File: src/rtl/logic_unit_pipe.sv
// Handshaked bitwise-logic unit: one registered compute stage feeding
// a small result FIFO with zero/parity flags and tag passthrough.
module logic_unit_pipe #(
    parameter int WIDTH = 16,
    parameter int DEPTH = 2,
    parameter int TAGW  = 4
) (
    input  logic             clk,
    input  logic             rst,
    input  logic             in_valid,
    output logic             in_ready,
    input  logic [2:0]       in_op,
    input  logic [WIDTH-1:0] in_a,
    input  logic [WIDTH-1:0] in_b,
    input  logic [TAGW-1:0]  in_tag,
    output logic             out_valid,
    input  logic             out_ready,
    output logic [WIDTH-1:0] out_result,
    output logic [TAGW-1:0]  out_tag,
    output logic             out_zero,
    output logic             out_parity,
    output logic             busy
);

    localparam int AW = $clog2(DEPTH);
    localparam int EW = WIDTH + TAGW + 2;

    localparam logic [2:0] OP_AND  = 3'b000;
    localparam logic [2:0] OP_OR   = 3'b001;
    localparam logic [2:0] OP_XOR  = 3'b010;
    localparam logic [2:0] OP_NOR  = 3'b011;
    localparam logic [2:0] OP_NAND = 3'b100;
    localparam logic [2:0] OP_XNOR = 3'b101;
    localparam logic [2:0] OP_NOTA = 3'b110;
    localparam logic [2:0] OP_PASS = 3'b111;

    logic             s1_valid;
    logic [WIDTH-1:0] s1_result;
    logic [TAGW-1:0]  s1_tag;
    logic             s1_zero;
    logic             s1_parity;

    logic [EW-1:0]    mem [DEPTH];
    logic [AW:0]      wr_ptr;
    logic [AW:0]      rd_ptr;
    logic [AW:0]      fifo_count;
    logic [AW+1:0]    occ;
    logic             fifo_full;
    logic             fifo_empty;
    logic             accept;
    logic             push;
    logic             pop;
    logic [WIDTH-1:0] calc;
    logic [EW-1:0]    head;

    always_comb begin
        calc = '0;
        unique case (in_op)
            OP_AND:  calc = in_a & in_b;
            OP_OR:   calc = in_a | in_b;
            OP_XOR:  calc = in_a ^ in_b;
            OP_NOR:  calc = ~(in_a | in_b);
            OP_NAND: calc = ~(in_a & in_b);
            OP_XNOR: calc = ~(in_a ^ in_b);
            OP_NOTA: calc = ~in_a;
            OP_PASS: calc = in_a;
            default: calc = '0;
        endcase
    end

    assign fifo_count = wr_ptr - rd_ptr;
    assign fifo_empty = (wr_ptr == rd_ptr);
    assign fifo_full  = (wr_ptr[AW-1:0] == rd_ptr[AW-1:0])
                     && (wr_ptr[AW] != rd_ptr[AW]);

    assign occ = {1'b0, fifo_count} + {{(AW+1){1'b0}}, s1_valid};

    assign out_valid = !fifo_empty;
    assign pop       = out_valid && out_ready;
    assign push      = s1_valid && (!fifo_full || pop);

    // S1 acts as one extra slot, so total capacity is DEPTH + 1
    assign in_ready = (occ <= (AW+2)'(DEPTH)) || pop;
    assign accept   = in_valid && in_ready;

    assign busy = s1_valid || !fifo_empty;

    always_ff @(posedge clk or negedge rst) begin
        if (!rst) begin
            s1_valid  <= 1'b0;
            s1_result <= '0;
            s1_tag    <= '0;
            s1_zero   <= 1'b0;
            s1_parity <= 1'b0;
        end else if (accept) begin
            s1_valid  <= 1'b1;
            s1_result <= calc;
            s1_tag    <= in_tag;
            s1_zero   <= ~|calc;
            s1_parity <= ^calc;
        end else if (push) begin
            s1_valid  <= 1'b0;
        end
    end

    always_ff @(posedge clk or negedge rst) begin
        if (!rst) begin
            wr_ptr <= '0;
            rd_ptr <= '0;
        end else begin
            if (push) wr_ptr <= wr_ptr + 1'b1;
            if (pop)  rd_ptr <= rd_ptr + 1'b1;
        end
    end

    always_ff @(posedge clk) begin
        if (push)
            mem[wr_ptr[AW-1:0]] <= {s1_result, s1_tag, s1_zero, s1_parity};
    end

    assign head = mem[rd_ptr[AW-1:0]];

    assign out_result = out_valid ? head[EW-1 -: WIDTH] : '0;
    assign out_tag    = out_valid ? head[TAGW+1 -: TAGW] : '0;
    assign out_zero   = out_valid ? head[1] : 1'b0;
    assign out_parity = out_valid ? head[0] : 1'b0;

endmodule
File: config.mk
export PLATFORM = sky130hd
export DESIGN_NAME = logic_unit_pipe
export DESIGN_NICKNAME = d
export VERILOG_FILES = /design/src/rtl/logic_unit_pipe.sv
export SDC_FILE = /design/constraint.sdc
export NUM_CORES = 1
export LEC_CHECK = 0
export ABC_AREA = 1
export BUFFER_PORTS_ARGS = -buffer_cell sky130_fd_sc_hd__buf_2
export CORE_MARGIN = 10
export CORE_UTILIZATION = 35
export DETAILED_ROUTE_END_ITERATION = 8
export GPL_TIMING_DRIVEN = 0
export RECOVER_POWER = 25
export SYNTH_ARGS = -nofsm -noshare
export SYNTH_HDL_FRONTEND = slang
export SYNTH_SLANG_ARGS = --single-unit
File: constraint.sdc
create_clock -name clk -period 4.3 [get_ports clk]
set_input_delay 0.43 -clock clk [delete_from_list [all_inputs] [get_ports clk]]
set_output_delay 0.43 -clock clk [all_outputs]
set_load 0.1 [all_outputs]
-- After elaboration in Yosys (flattened, before gate mapping)
Memories as Yosys holds them, arrays and structs flattened.
Index checks and enable logic that the tools add are counted.
- register bits: 27
- bits in latches: 0
- memory bits (writable): 44
- memory bits (read-only): 0
- input port bits: 43
- output and inout port bits: 25
- word-level logic and storage cells: 53
- memories: 1
- memory list (memory ; depth ; bits a word ; rd ports ; clocked after memory_dff ; wr ports ; line ; source):
    mem ; 2 ; 22 ; 1 ; 0 ; 1 ; 43 ; logic [EW-1:0] mem [DEPTH];
- $add $sub $neg: 4
- multipliers: 0
- div/mod/pow operators: 0
- $lt $le $gt $ge: 1
- equality and inequality tests: 10
- shift operators: 0
- muxes and demuxes: 9
- bitwise operators: 7
- reduce and logical (&&, ||, !) cells: 14
- operators with widths (kind ; count):
    16-bit case mux with 8 select lines ; 1
    16-bit inverter ; 4
    16-bit AND ; 1
    16-bit 2-to-1 mux ; 1
    16-bit OR ; 1
    16-bit OR reduction ; 1
    16-bit parity ; 1
    16-bit bitwise XOR ; 1
    3-bit == test (second input constant) ; 4
    3-bit by 2-bit == test with 1-bit output (second input constant) ; 2
    1-bit 2-to-1 mux ; 6
    2-bit by 1-bit adder with 2-bit output (second input constant) ; 2
    1-bit logical AND ; 4
    4-bit 2-to-1 mux ; 1
    2-bit by 1-bit adder with 3-bit output ; 1
    3-bit by 1-bit == test with 1-bit output (second input constant) ; 1
    3-bit by 2-bit <= comparator with 1-bit output (second input constant) ; 1
    1-bit zero test ; 3
    3-bit zero test ; 1
    1-bit logical OR ; 3
    2-bit == test ; 1
    2-bit nonzero test ; 1
    2-bit subtractor ; 1
    1-bit == test ; 1
    1-bit != test ; 1

-- Logic depth before layout (Yosys ltp)
- depth in word-level cells: 7
- gate-level depth with buffers: 19
- depth with buffers taken out: 18

-- Worst setup path before layout
Ideal clock, no wire load.
- path kind: register to output
- start point: register rd_ptr[0]
- end point: output port out_result[10]
- arrival time: 2661 ps
- required time: 3870 ps
- path slack: 1209 ps
- stages on the path, launching flop included: 6
- buffers on the path: 1
- cells stage by stage: dfrtp_1 > ha_1 > nand3_4 > clkbuf_1 > nand2_1 > inv_1
- word-level cells in the longest chain between the ends: 2
- elaborated cells on any way between the ends: 3
- those cells by class: eq/ne (1); mux (1); memory (1)
- ends and longest elaborated chain (item ; line ; source):
    from (decl) ; 45 ; logic [AW:0] rd_ptr;
    from (signal assigned) ; 112 ; if (pop) rd_ptr <= rd_ptr + 1'b1;
    memory read 2 x 22 bit / 2-bit == test (equally long branches) ; -- ;
    16-bit 2-to-1 mux * ; 123 ; assign out_result = out_valid ? head[EW-1 -: WIDTH] : '0;
    to (decl) ; 18 ; output logic [WIDTH-1:0] out_result,
Every way passes the cells marked *; elsewhere a longest branch is shown, timed or not.

-- Worst setup path in the final report
- start point: register wr_ptr[0]
- end point: output port in_ready
- word-level cells in the longest chain between the ends: 4
- elaborated cells on any way between the ends: 7
- those cells by class: add/sub (2); order compare (1); eq/ne (1); reduce/logical (3)
- ends and longest elaborated chain (item ; line ; source):
    from (decl) ; 44 ; logic [AW:0] wr_ptr;
    from (signal assigned) ; 111 ; if (push) wr_ptr <= wr_ptr + 1'b1;
    2-bit subtractor / 2-bit == test (equally long branches) ; 71, 72 ;
    2-bit by 1-bit adder with 3-bit output / 1-bit zero test (equally long branches) ; 76, 78 ;
    3-bit by 2-bit <= comparator with 1-bit output / 1-bit logical AND (equally long branches) ; 83, 79 ;
    1-bit logical OR * ; 83 ; assign in_ready = (occ <= (AW+2)'(DEPTH)) || pop;
    to (decl) ; 11 ; output logic in_ready,
Marked as above.

==> run_results.csv <==
group,metric,value,unit
critical_path,path_cells,"inv_1 -> ha_1 -> inv_1 -> ha_1 -> ha_1 -> nand2_1 -> o21ai_0 -> inv_1 -> nand2_2 -> buf_2",
sta,fin_worst_skew,0.002269,ns
clocking,numCtsBuffers,9,
global_route,antenna_found_initial,0,
final_layout,drive_gt1_share,15.74,%
final_layout,mostFrequentLayoutCell,"nand2_1",
critical_path,cpPeakStageDelay,0.43,ns
logic_synthesis,ys_types,25,
logic_synthesis,synthTopCellsByArea,"edfxtp_1 25%, nand2_1 17%, dfrtp_1 13%",
global_route,groute.layer.met3.usage,2.739,%
detailed_routing,wl,13370,µm
critical_path,crit_buf_inv,4,
logic_synthesis,synth_largest_area_cell,"edfxtp_1",
detailed_routing,ant_nets,0,
clocking,clock_tree.buffer_depth,2,
floorplanning,start_util,35.34,%
placed_design,io_buffers,64,
sta,worst_slack,1.407,ns
clocking,post_cts_buffers,0,
final_layout,stdcell_count,982,
detailed_routing,drtIter0Drc,275,
critical_path,cp-start-kind,"register",
logic_synthesis,avgSynthCellArea,7.469,µm²
global_route,grt_start_max_net_pins,28,
placed_design,dp_hpwl,9899,µm
floorplanning,rows,45,
sta,fmax,0.3456,GHz
global_route,grt_busiest_layer,"met2",
global_route,use_met1,16.60,%
floorplanning,die_w,143.4,µm
clocking,cts.sinks,71,
floorplanning,io-pin-count,68,
final_layout,final_cell_mix,"245 x nand2_1, 117 x inv_1, 76 x buf_2, 67 x nand4_1, 54 x nor2_1",
global_route,met2_usage,22.17,%
logic_synthesis,synthCells,714,
clocking,htreeDepth,3,
logic_synthesis,synth.top_cell.area_share,24.78,%
detailed_routing,first_pass_iters,5,
detailed_routing,drc,0,
placed_design,dp_cells,968,
sta,setup_viol_count_final,0,
final_layout,diodes,0,
clocking,hold_buffers,0,
sta,period_share,67.28,%
critical_path,cp_slowest_cell,"buf_2",
placed_design,place.gp.congestion,0.8597,
final_layout,final_nets,878,
floorplanning,die_area,0.02057,mm²
clocking,cts_resized,0,
detailed_routing,vias,4561,
clocking,insertion_delay,0.33,ns
clocking,clkSlewWorstSetupHoldPaths,0.05,ns
logic_synthesis,yosys_warnings,0,
sta,hold_viol_final,0,
sta,finalCriticalPeriod,2.893,ns
floorplanning,dieHeight,143.4,µm
global_route,grt_pass1_wl,21880,µm
critical_path,crit_required,3.87,ns
logic_synthesis,syn_area,0.005333,mm²
global_route,grt_pass1_vias,4483,
logic_synthesis,synth_fp_nets,801,
critical_path,cp-end-kind,"output pin",
logic_synthesis,ys_seq_elements,71,
critical_path,arrival,2.46,ns
global_route,overflow,0,
clocking,cts_tree,"done",
sta,max_slew_margin,-2.285,%
critical_path,critical-path-top-delay-family,"adder cells",
global_route,grt_usage,13.25,%
run,drv_cap,1,
sta,tightest_slew,1.534,ns
final_layout,syn_to_final_growth,16.54,%
clocking,cts-root-buf,"clkbuf_16",
status,violations,"max-capacitance violations, max-slew violations",
detailed_routing,wl_per_cell,13.62,µm
final_layout,n_fill_cell,1588,
critical_path,critPathMaxFanout,4,
hold_path,hp-class,"in -> reg",
floorplanning,core-area,0.01509,mm²
sta,slew_violations,28,
sta,rsz0062_at_grt,"no",
detailed_routing,via_per_inst,4.645,
sta,tns,0,ns
logic_synthesis,synth_seq_area_share,37.45,%
placed_design,preCtsSetupSlack,1.723,ns
critical_path,criticalPathCategory,"reg -> out",
status,status,"finished with violations",
-- worst reg2reg max path: cells and delay by family, from the launching register on --
family | cells | cell delay (ns)
flops | 1 | 0.37
fa+ha+maj | 3 | 0.85
compound gates | 1 | 0.14
buf+inv | 5 | 0.47
simple gates | 5 | 0.33
-- flip-flops by register name, indices dropped and copies added (netlist names) --
name / count
rd_ptr: 2
s1_parity: 1
wr_ptr: 2
mem: 44
s1_tag: 4
s1_result: 16
s1_zero: 1
s1_valid: 1
-- through the flow --
step	hold WS (ns)	utilization [%]	area (µm²)
2_1_floorplan	0.1344	-	5333
3_3_place_gp	0.4498	39.02	5888
3_5_place_dp	0.4528	39.34	5936
4_1_cts	0.1359	41.19	6216
5_1_grt	0.3134	41.19	6215
6_report	0.2935	41.19	6215
-- logic make-up (layout without fill, tap and decap cells) --
| logic type | after synthesis | after routing | share of synthesized area, % |
|---|---|---|---|
| DFF | 71 | 71 | 37.45 |
| xor gates and xnor gates | 7 | 7 | 1.150 |
| buffers and inverters | 160 | 240 | 13.98 |
| AOI/OAI and AO/OA | 5 | 5 | 0.4692 |
| adders and majority gates | 44 | 44 | 10.32 |
| and+or+nand+nor | 427 | 427 | 36.63 |
-- cell usage after synthesis (all sizes together) --
cell type,n
ha,44
dfrtp,27
edfxtp,44
inv,121
a21oi,2
buf,33
nor2,58
o21ai,3
nand3b,16
nand2,250
xor2,3
clkbuf,6
nor3,1
nand4,67
nand3,35
xnor2,4
-- cell type report --
cell class,count,area (µm²),share of cell area (%)
Timing Repair Buffer,66,361.6,5.818
Inverter,121,459.2,7.389
Clock inverter,1,30.03,0.4832
Tap cell,188,235.2,3.785
Multi-Input combinational cell,483,2595,41.76
Buffer,39,286.5,4.610
Clock buffer,13,250.2,4.027
Sequential cell,71,1997,32.13
-- metal layers --
| layer | routed length [µm] | vias up | share of wire (%) |
|---|---|---|---|
| met3 | 848 | 14 | 6.3 |
| met4 | 176 | 0 | 1.3 |
| met1 | 6108 | 2013 | 46 |
| li1 | - | 2412 | - |
| met2 | 6239 | 122 | 47 |
| met5 | 0 | - | 0 |
-- final timing paths --
check	from	to	slack, ns	depth (start not counted)
min in group asynchronous	rst	s1_result[1]$_DFFE_PN0P_	0.48	1
setup / recovery	wr_ptr[0]$_DFFE_PN0P_	in_ready	1.41	10
hold reg to reg	s1_result[3]$_DFFE_PN0P_	mem[1][9]$_DFFE_PP_	0.46	0
hold / removal	in_tag[0]	s1_tag[0]$_DFFE_PN0P_	0.29	3
setup reg to reg	wr_ptr[0]$_DFFE_PN0P_	s1_result[1]$_DFFE_PN0P_	2.08	14
max in group asynchronous	rst	s1_result[12]$_DFFE_PN0P_	2.93	1
Power is left out: the tool's default activity adds up to more than one toggle a clock period on the data nets, which glitch-free logic cannot reach.
